--- src/rtl/lab2_proc_imem_drop_pkg.sv ---
// Shared constants, the instruction-memory response message and helpers for the
// imem response drop unit.
package lab2_proc_imem_drop_pkg;

  localparam int unsigned MAX_INFLIGHT_DEFAULT = 2;
  localparam int unsigned DEPTH_DEFAULT        = 2;
  localparam int unsigned INFLIGHT_W           = $clog2(MAX_INFLIGHT_DEFAULT + 1);

  typedef logic [INFLIGHT_W-1:0] inflight_t;

  typedef struct packed {
    logic [2:0]  typ;
    logic [7:0]  opaque;
    logic [1:0]  test;
    logic [1:0]  len;
    logic [31:0] data;
  } mem_resp_4B_t;

  function automatic logic [31:0] sat_inc32(input logic [31:0] v);
    return (v == '1) ? v : v + 32'd1;
  endfunction

endpackage

--- src/rtl/lab2_proc_imem_drop_fifo.sv ---
// Normal (non-bypass) p_depth x 32b queue with a synchronous flush; enq is only
// presented when not full, so a full queue never sees enq and deq together.
module lab2_proc_imem_drop_fifo
  import lab2_proc_imem_drop_pkg::*;
#(
  parameter int unsigned p_depth = DEPTH_DEFAULT
) (
  input  logic        clk,
  input  logic        reset,
  input  logic        flush,
  input  logic        enq_val,
  input  logic [31:0] enq_data,
  input  logic        deq_rdy,
  output logic        empty,
  output logic        full,
  output logic [31:0] deq_data
);

  localparam int unsigned PW = (p_depth > 1) ? $clog2(p_depth) : 1;
  localparam int unsigned CW = $clog2(p_depth + 1);
  localparam logic [PW-1:0] LAST_PTR = PW'(p_depth - 1);
  localparam logic [CW-1:0] FULL_CNT = CW'(p_depth);

  logic [31:0]   mem_q [p_depth];
  logic [31:0]   mem_d [p_depth];
  logic [PW-1:0] wr_ptr_q, wr_ptr_d;
  logic [PW-1:0] rd_ptr_q, rd_ptr_d;
  logic [CW-1:0] count_q, count_d;
  logic          do_enq, do_deq;

  assign empty    = (count_q == '0);
  assign full     = (count_q == FULL_CNT);
  assign deq_data = mem_q[rd_ptr_q];
  assign do_enq   = enq_val & ~full;
  assign do_deq   = deq_rdy & ~empty;

  // NOTE: every always_comb output gets a default first so no path can infer a latch.
  always_comb begin
    mem_d    = mem_q;
    wr_ptr_d = wr_ptr_q;
    rd_ptr_d = rd_ptr_q;
    count_d  = count_q + CW'(do_enq) - CW'(do_deq);
    if (do_enq) begin
      mem_d[wr_ptr_q] = enq_data;
      wr_ptr_d        = (wr_ptr_q == LAST_PTR) ? '0 : wr_ptr_q + PW'(1);
    end
    if (do_deq) begin
      rd_ptr_d = (rd_ptr_q == LAST_PTR) ? '0 : rd_ptr_q + PW'(1);
    end
    if (flush) begin
      wr_ptr_d = '0;
      rd_ptr_d = '0;
      count_d  = '0;
    end
  end

  // NOTE: sequential state uses non-blocking assignments so every flop samples pre-edge values.
  always_ff @(posedge clk or negedge reset) begin
    if (!reset) begin
      wr_ptr_q <= '0;
      rd_ptr_q <= '0;
      count_q  <= '0;
      // NOTE: storage is reset because the head entry drives resp_out_data, which must read 0 out of reset.
      for (int i = 0; i < int'(p_depth); i++) mem_q[i] <= '0;
    end else begin
      wr_ptr_q <= wr_ptr_d;
      rd_ptr_q <= rd_ptr_d;
      count_q  <= count_d;
      for (int i = 0; i < int'(p_depth); i++) mem_q[i] <= mem_d[i];
    end
  end

endmodule

--- src/rtl/lab2_proc_imem_resp_drop_unit.sv ---
// Drops imem responses belonging to squashed fetches and queues the survivors for D.
// Define LAB2_PROC_IMEM_DROP_STATS_EN to add saturating num_dropped/num_squashed counters.
module lab2_proc_imem_resp_drop_unit
  import lab2_proc_imem_drop_pkg::*;
#(
  parameter int unsigned p_max_inflight = MAX_INFLIGHT_DEFAULT,
  parameter int unsigned p_depth        = DEPTH_DEFAULT
) (
  input  logic         clk,
  input  logic         reset,
  input  logic         req_val,
  output logic         req_rdy,
  input  logic         squash,
  input  logic         resp_in_val,
  output logic         resp_in_rdy,
  input  mem_resp_4B_t resp_in_msg,
  output logic         resp_out_val,
  input  logic         resp_out_rdy,
  output logic [31:0]  resp_out_data,
  output logic [$clog2(p_max_inflight+1)-1:0] inflight
`ifdef LAB2_PROC_IMEM_DROP_STATS_EN
  ,
  output logic [31:0]  num_dropped,
  output logic [31:0]  num_squashed
`endif
);

  localparam int unsigned IW = $clog2(p_max_inflight + 1);
  localparam logic [IW-1:0] MAX_CNT = IW'(p_max_inflight);

  logic [IW-1:0] inflight_q, inflight_d;
  logic [IW-1:0] drop_cnt_q, drop_cnt_d;
  logic          drop_active, req_fire, resp_fire, discard, enq;
  logic          fifo_empty, fifo_full;
  logic          unused_msg_bits;

  assign unused_msg_bits = ^{resp_in_msg.typ, resp_in_msg.opaque, resp_in_msg.test, resp_in_msg.len};

  assign drop_active  = (drop_cnt_q != '0);
  assign resp_in_rdy  = drop_active | squash | ~fifo_full;
  assign resp_fire    = resp_in_val & resp_in_rdy;
  // A response retiring this cycle frees a slot for the request in the same cycle.
  assign req_rdy      = (inflight_q < MAX_CNT) | resp_fire;
  assign req_fire     = req_val & req_rdy;
  assign discard      = resp_fire & (drop_active | squash);
  assign enq          = resp_fire & ~discard;
  assign resp_out_val = ~fifo_empty & ~squash;
  assign inflight     = inflight_q;

  always_comb begin
    inflight_d = inflight_q;
    if (req_fire && !resp_fire) begin
      inflight_d = inflight_q + IW'(1);
    end else if (resp_fire && !req_fire && inflight_q != '0) begin
      inflight_d = inflight_q - IW'(1);
    end

    drop_cnt_d = drop_cnt_q;
    if (squash) begin
      // Everything older than the redirect is dropped, minus a response retiring now.
      drop_cnt_d = (resp_fire && inflight_q != '0) ? inflight_q - IW'(1) : inflight_q;
    end else if (discard) begin
      drop_cnt_d = drop_cnt_q - IW'(1);
    end
  end

  always_ff @(posedge clk or negedge reset) begin
    if (!reset) begin
      inflight_q <= '0;
      drop_cnt_q <= '0;
    end else begin
      inflight_q <= inflight_d;
      drop_cnt_q <= drop_cnt_d;
    end
  end

  lab2_proc_imem_drop_fifo #(
    .p_depth (p_depth)
  ) u_fifo (
    .clk      (clk),
    .reset    (reset),
    .flush    (squash),
    .enq_val  (enq),
    .enq_data (resp_in_msg.data),
    .deq_rdy  (resp_out_rdy & ~squash),
    .empty    (fifo_empty),
    .full     (fifo_full),
    .deq_data (resp_out_data)
  );

`ifdef LAB2_PROC_IMEM_DROP_STATS_EN
  logic [31:0] num_dropped_q, num_dropped_d;
  logic [31:0] num_squashed_q, num_squashed_d;

  always_comb begin
    num_dropped_d  = discard ? sat_inc32(num_dropped_q) : num_dropped_q;
    num_squashed_d = squash ? sat_inc32(num_squashed_q) : num_squashed_q;
  end

  always_ff @(posedge clk or negedge reset) begin
    if (!reset) begin
      num_dropped_q  <= '0;
      num_squashed_q <= '0;
    end else begin
      num_dropped_q  <= num_dropped_d;
      num_squashed_q <= num_squashed_d;
    end
  end

  assign num_dropped  = num_dropped_q;
  assign num_squashed = num_squashed_q;
`endif

  // A response with nothing outstanding means the memory side broke the protocol.
  resp_without_req_a : assert property (@(posedge clk) disable iff (!reset)
    !(resp_fire && inflight_q == '0));

endmodule

--- config.mk ---
export PLATFORM = sky130hd
export DESIGN_NAME = lab2_proc_imem_resp_drop_unit
export DESIGN_NICKNAME = d
export VERILOG_FILES = /design/src/rtl/lab2_proc_imem_drop_pkg.sv /design/src/rtl/lab2_proc_imem_drop_fifo.sv /design/src/rtl/lab2_proc_imem_resp_drop_unit.sv
export SDC_FILE = /design/constraint.sdc
export NUM_CORES = 1
export LEC_CHECK = 0
export ABC_AREA = 1
export BUFFER_PORTS_ARGS = -buffer_cell sky130_fd_sc_hd__buf_2
export CAP_MARGIN = 10
export CORE_MARGIN = 5
export CORE_UTILIZATION = 57
export CTS_CLUSTER_DIAMETER = 60
export DETAILED_ROUTE_END_ITERATION = 10
export GPL_TIMING_DRIVEN = 1
export PLACE_DENSITY = 0.87
export SLEW_MARGIN = 20
export SYNTH_ARGS = -nofsm -noshare
export SYNTH_HDL_FRONTEND = slang
export SYNTH_HIERARCHICAL = 1
export SYNTH_SLANG_ARGS = --single-unit
--- constraint.sdc ---
create_clock -name clk -period 5.8 [get_ports clk]
set_clock_uncertainty 0.1 [all_clocks]
set_input_delay 1.74 -clock clk [delete_from_list [all_inputs] [get_ports clk]]
set_output_delay 1.74 -clock clk [all_outputs]
set_load 0.1 [all_outputs]
* Word level (Yosys, flattened, before mapping)
Index checks and enable logic that the tools add are counted.
** Word-level totals
- Memories kept :: 0
- Flip-flop bits (word level) :: 72
- Memory bits (read-only) :: 0
- Output and inout port bits :: 37
- Memory bits (writable) :: 0
- Bits in latches :: 0
** Cells by class
- Bitwise operators :: 17
- $add $sub $neg :: 7
- Eq/ne operators :: 1
- Divide/modulo/power cells :: 0
- Magnitude comparators :: 4
- Mux-type cells :: 18
- Shifts and indexed selects :: 0
- Multiply operators :: 0
- Reductions and logical operators :: 14
** Operators with widths (count)
- 2-to-1 mux 32 bit :: 4
- bitwise mux 64 bit :: 1
- demux 32 bit (select 1 bit) :: 1
- 2-to-1 mux 2 bit :: 6
- nonzero test 2 bit :: 6
- bitwise AND 1 bit :: 8
- 2-to-1 mux 1 bit :: 6
- logical AND 1 bit :: 5
- >= comparator 2 bit, second input constant :: 2
- NOT 1 bit :: 4
- NOT 1 -> 2 bit :: 2
- subtractor 2 x 1 -> 2 bit, second input constant :: 2
- bitwise OR 1 bit :: 3
- adder 1 bit, second input constant :: 2
- adder 2 x 1 -> 2 bit :: 1
- adder 2 x 1 -> 2 bit, second input constant :: 1
- equality test 2 bit, second input constant :: 1
- logical NOT 1 bit :: 2
- logical NOT 2 bit :: 1
- less-than comparator 2 x 1 -> 1 bit, second input constant :: 1
- less-than comparator 2 bit, second input constant :: 1
- subtractor 2 x 1 -> 2 bit :: 1

* Depth between registers and ports, before layout
- Depth after elaboration :: 11
- Gate-level depth with buffers :: 17
- Gate-level depth less buffers :: 13

* By module
Netlist, hierarchy kept.
** By module, submodules not included
- lab2_proc_imem_drop_fifo :: seq. area each 1701.6 um^2, times used 1, cells an instance 422, area each 3249.4 um^2
- lab2_proc_imem_resp_drop_unit :: seq. area each 100.1 um^2, times used 1, cells an instance 51, area each 337.8 um^2

* Least setup slack after synthesis
Ideal clock, no wire load.
- Path type :: input port to output port
- Start point :: in squash
- End point :: out resp_out_val
- Data required time :: 3960 ps
- Path buffers :: 0
- Arrival :: 2993 ps
- Slack :: 967 ps
- Stages on the path :: 1
- Cells stage by stage :: nor2_1
** On the way
- Word-level cells in the longest chain between the ends :: 2
** Ends and longest elaborated chain
- start, declared :: RTL line lab2_proc_imem_resp_drop_unit.sv:13 : input logic squash,
- NOT 1 bit :: RTL line lab2_proc_imem_resp_drop_unit.sv:47 : assign resp_out_val = ~fifo_empty & ~squash;
- bitwise AND 1 bit :: RTL line lab2_proc_imem_resp_drop_unit.sv:47
- end, declared :: RTL line lab2_proc_imem_resp_drop_unit.sv:17 : output logic resp_out_val,
Every way passes these cells.

* Final worst setup path
- Start point :: in squash
- End point :: out req_rdy
** On the way
- Word-level cells in the longest chain between the ends :: 4
** Ends and longest elaborated chain
- bitwise OR 1 bit (2 in a row) :: RTL line lab2_proc_imem_resp_drop_unit.sv:40 : assign resp_in_rdy = drop_active | squash | ~fifo_full;
- bitwise AND 1 bit :: RTL line lab2_proc_imem_resp_drop_unit.sv:41 : assign resp_fire = resp_in_val & resp_in_rdy;
- bitwise OR 1 bit :: RTL line lab2_proc_imem_resp_drop_unit.sv:43 : assign req_rdy = (inflight_q < MAX_CNT) | resp_fire;
- end, declared :: RTL line lab2_proc_imem_resp_drop_unit.sv:12 : output logic req_rdy,
Every way passes these cells.

==> reports/results.ini <==
[final_layout]
area_delta_synth_final_pct = 15.35
final-seq-area_mm2 = 0.001802
drive_above_1_share_pct = 18.88
postLayoutCoreUtil_pct = 66.30
multi_input_area_mm2 = 0.001551
fin_cells = 612
n_fill_cell = 545
nets = 589
num_antenna_cells = 0

[worst_setup_path]
r2r_slack_ns = 3.16
crit-reg2reg-capture = u_fifo/mem_q[2]$_DFFE_PN0P_
critPathKind = in2out
start_kind = input port
required_ns = 3.96
r2r_cells = 10
cp-end-kind = primary output
critPathArrivalTime_ns = 2.64
critPathMaxFanout = 9
r2r_start = drop_cnt_q[0]$_DFFE_PN0P_

[route]
first_iter_violations = 208
detail-route-antenna-nets = 0
drc = 0
wl_um = 8644
vias = 3328
routed_via_density = 5.438
drt_first_pass_iters = 4
wl_per_cell_um = 14.12

[pwr]
peakVddDrop_v = 0.0004134
cellPowerDensity_mw_per_mm2 = 646.4
cellLeakagePower_nw = 2.423
power_switching_mw = 1.533
comb_power_share_pct = 56.2
seqPwrFrac_pct = 30.4
pwr-share-clk_pct = 13.4
swShare_pct = 57.32
internal_power_mw = 1.141
power_mw = 2.675

[global_route]
grt_pass1_vias = 3133
grt_pass1_wl_um = 14170
grt_util_all_layers_pct = 23.01
grt_max_degree = 69
antenna_found_initial = 0
grt-ovfl-total = 0

[synthesis]
synthArstFlopShare_pct = 100.0
synth_top_flop_cell = dfrtp_1
synth_seq_cells = 72
synth_common_cells = 248 x nand2_1, 72 x dfrtp_1, 68 x nand4_1
synth-seq-area-share_pct = 50.23
yosys.area.top_type = dfrtp_1
syn_area_per_cell_um2 = 7.584
yosys_warnings = 6
ys_types = 17
synth_edf_count = 0
syn_inst = 473
syn_area_mm2 = 0.003587
yosysMostFrequentCell = nand2_1
synth_top_area_share_pct = 50.23
syn-num-nets = 530
synth.area.top_cells = dfrtp_1 50%, nand2_1 26%, nand4_1 12%

[min_path]
worstHoldStart = u_fifo/mem_q[12]$_DFFE_PN0P_
hp-class = reg2reg
hold_path_end = u_fifo/mem_q[12]$_DFFE_PN0P_
worst_hold_path.num_cells = 2

[placement]
dpl.hpwl_um = 5300
place_inst = 598
port_buffers = 74
gp_congestion = 0.8365

[clocking]
clkTransAtPathRegs_ns = 0.07
cts_root_buffer = clkbuf_8
cts_buffers = 9
hold_buffers = 0
clockBufferDepth = 2
cts-resized-gates = 0
cts.sinks = 72
cts_tree = yes
htree_levels = 3
clk_latency_ns = 0.34
post_cts_buffers = 0

[floorplan]
die_area_mm2 = 0.007980
die_w_um = 89.33
rows = 29
die_h_um = 89.33
start_util_pct = 57.48
pin_count = 90
coreArea_mm2 = 0.006241

[timing]
maxSlewHeadroom_pct = 25.85
post-route-period-util_pct = 77.17
timing.fmax_mhz = 223.4
finalCriticalPeriod_ns = 4.476
drv_slew = 0
worst_pin_slew_ns = 1.111
setup_viol = 0
rsz0062_at_grt = no
fin_tns_setup_ns = 0
whs_ns = 0.3716
hold_viol = 0

[run]
cap_violations = 0

[status]
status = complete, no violations

-- final cells by class --
cell class,count,area share [%]
Multi-Input combinational cell,345,37.50
Timing Repair Buffer,82,10.46
Sequential cell,72,43.54
Inverter,22,1.996
Clock buffer,14,4.173
Tap cell,77,2.328
-- per-layer routing --
metal	up-vias	wire (µm)	global-route usage, %
li1	1654	-	-
met1	1530	3572	28.78
met2	136	4302	39.58
met3	8	680	3.779
met4	0	89	9.472
met5	-	0	0
-- through the flow --
| stage | area, µm² | worst slack (ns) |
|---|---|---|
| after floorplan | 3587 | 0.9669 |
| after global routing | 4138 | 1.247 |
| after global placement | 3963 | 1.332 |
| final | 4138 | 1.324 |
| after CTS | 4135 | 1.315 |
| after detailed placement | 3963 | 1.318 |
-- flip-flops by register name (all words and copies together), names as in the netlist --
register         flops
inflight             2
u_fifo/mem_q        64
u_fifo/wr_ptr_q      1
u_fifo/rd_ptr_q      1
u_fifo/count_q       2
drop_cnt_q           2
-- worst max-delay path, cell delays in order --
cell and delay, ns:
buf_2 0.17, inv_2 0.07, nand3_4 0.09, nand2_4 0.07, nand2_1 0.06, buf_2 0.42
-- cell families (layout without fill, tap and decap cells) --
group                      count (synthesis)  count (layout)  share of synthesized area [%]
and+or+nand+nor                          337             337                          41.09
DFF                                       72              72                          50.23
buffers and inverters                     56             118                          6.732
adders and majority gates                  4               4                          1.395
AOI/OAI and AO/OA                          4               4                         0.5578
-- placed cells by master (no fill, tap or decap) --
master	instances
nand2_4	1
inv_2	2
buf_4	9
nand2_2	2
clkbuf_8	12
inv_1	20
nor3_2	1
nand3_4	1
ha_1	4
buf_2	73
o21ai_0	1
nand4_1	68
nand3_1	11
a21oi_1	3
clkbuf_1	2
nand2_1	247
nor2_1	6
dfrtp_1	72
-- power groups by stage --
stage,logic [mW],registers [mW],clock network [mW]
floorplan,1.24,0.843,0
global placement,1.49,0.807,0
detailed placement,1.51,0.818,0
CTS,1.51,0.812,0.368
global route,1.60,0.835,0.386
finish,1.50,0.814,0.359
-- how the worst max path moves through the flow --
| stage | start | endpoint |
|---|---|---|
| detailed placement | squash | req_rdy |
| finish | squash | req_rdy |
| global placement | squash | req_rdy |
| floorplan | squash | resp_out_val |
| global route | squash | req_rdy |
| CTS | squash | req_rdy |
No activity file was read; power rests on OpenSTA's default activity.
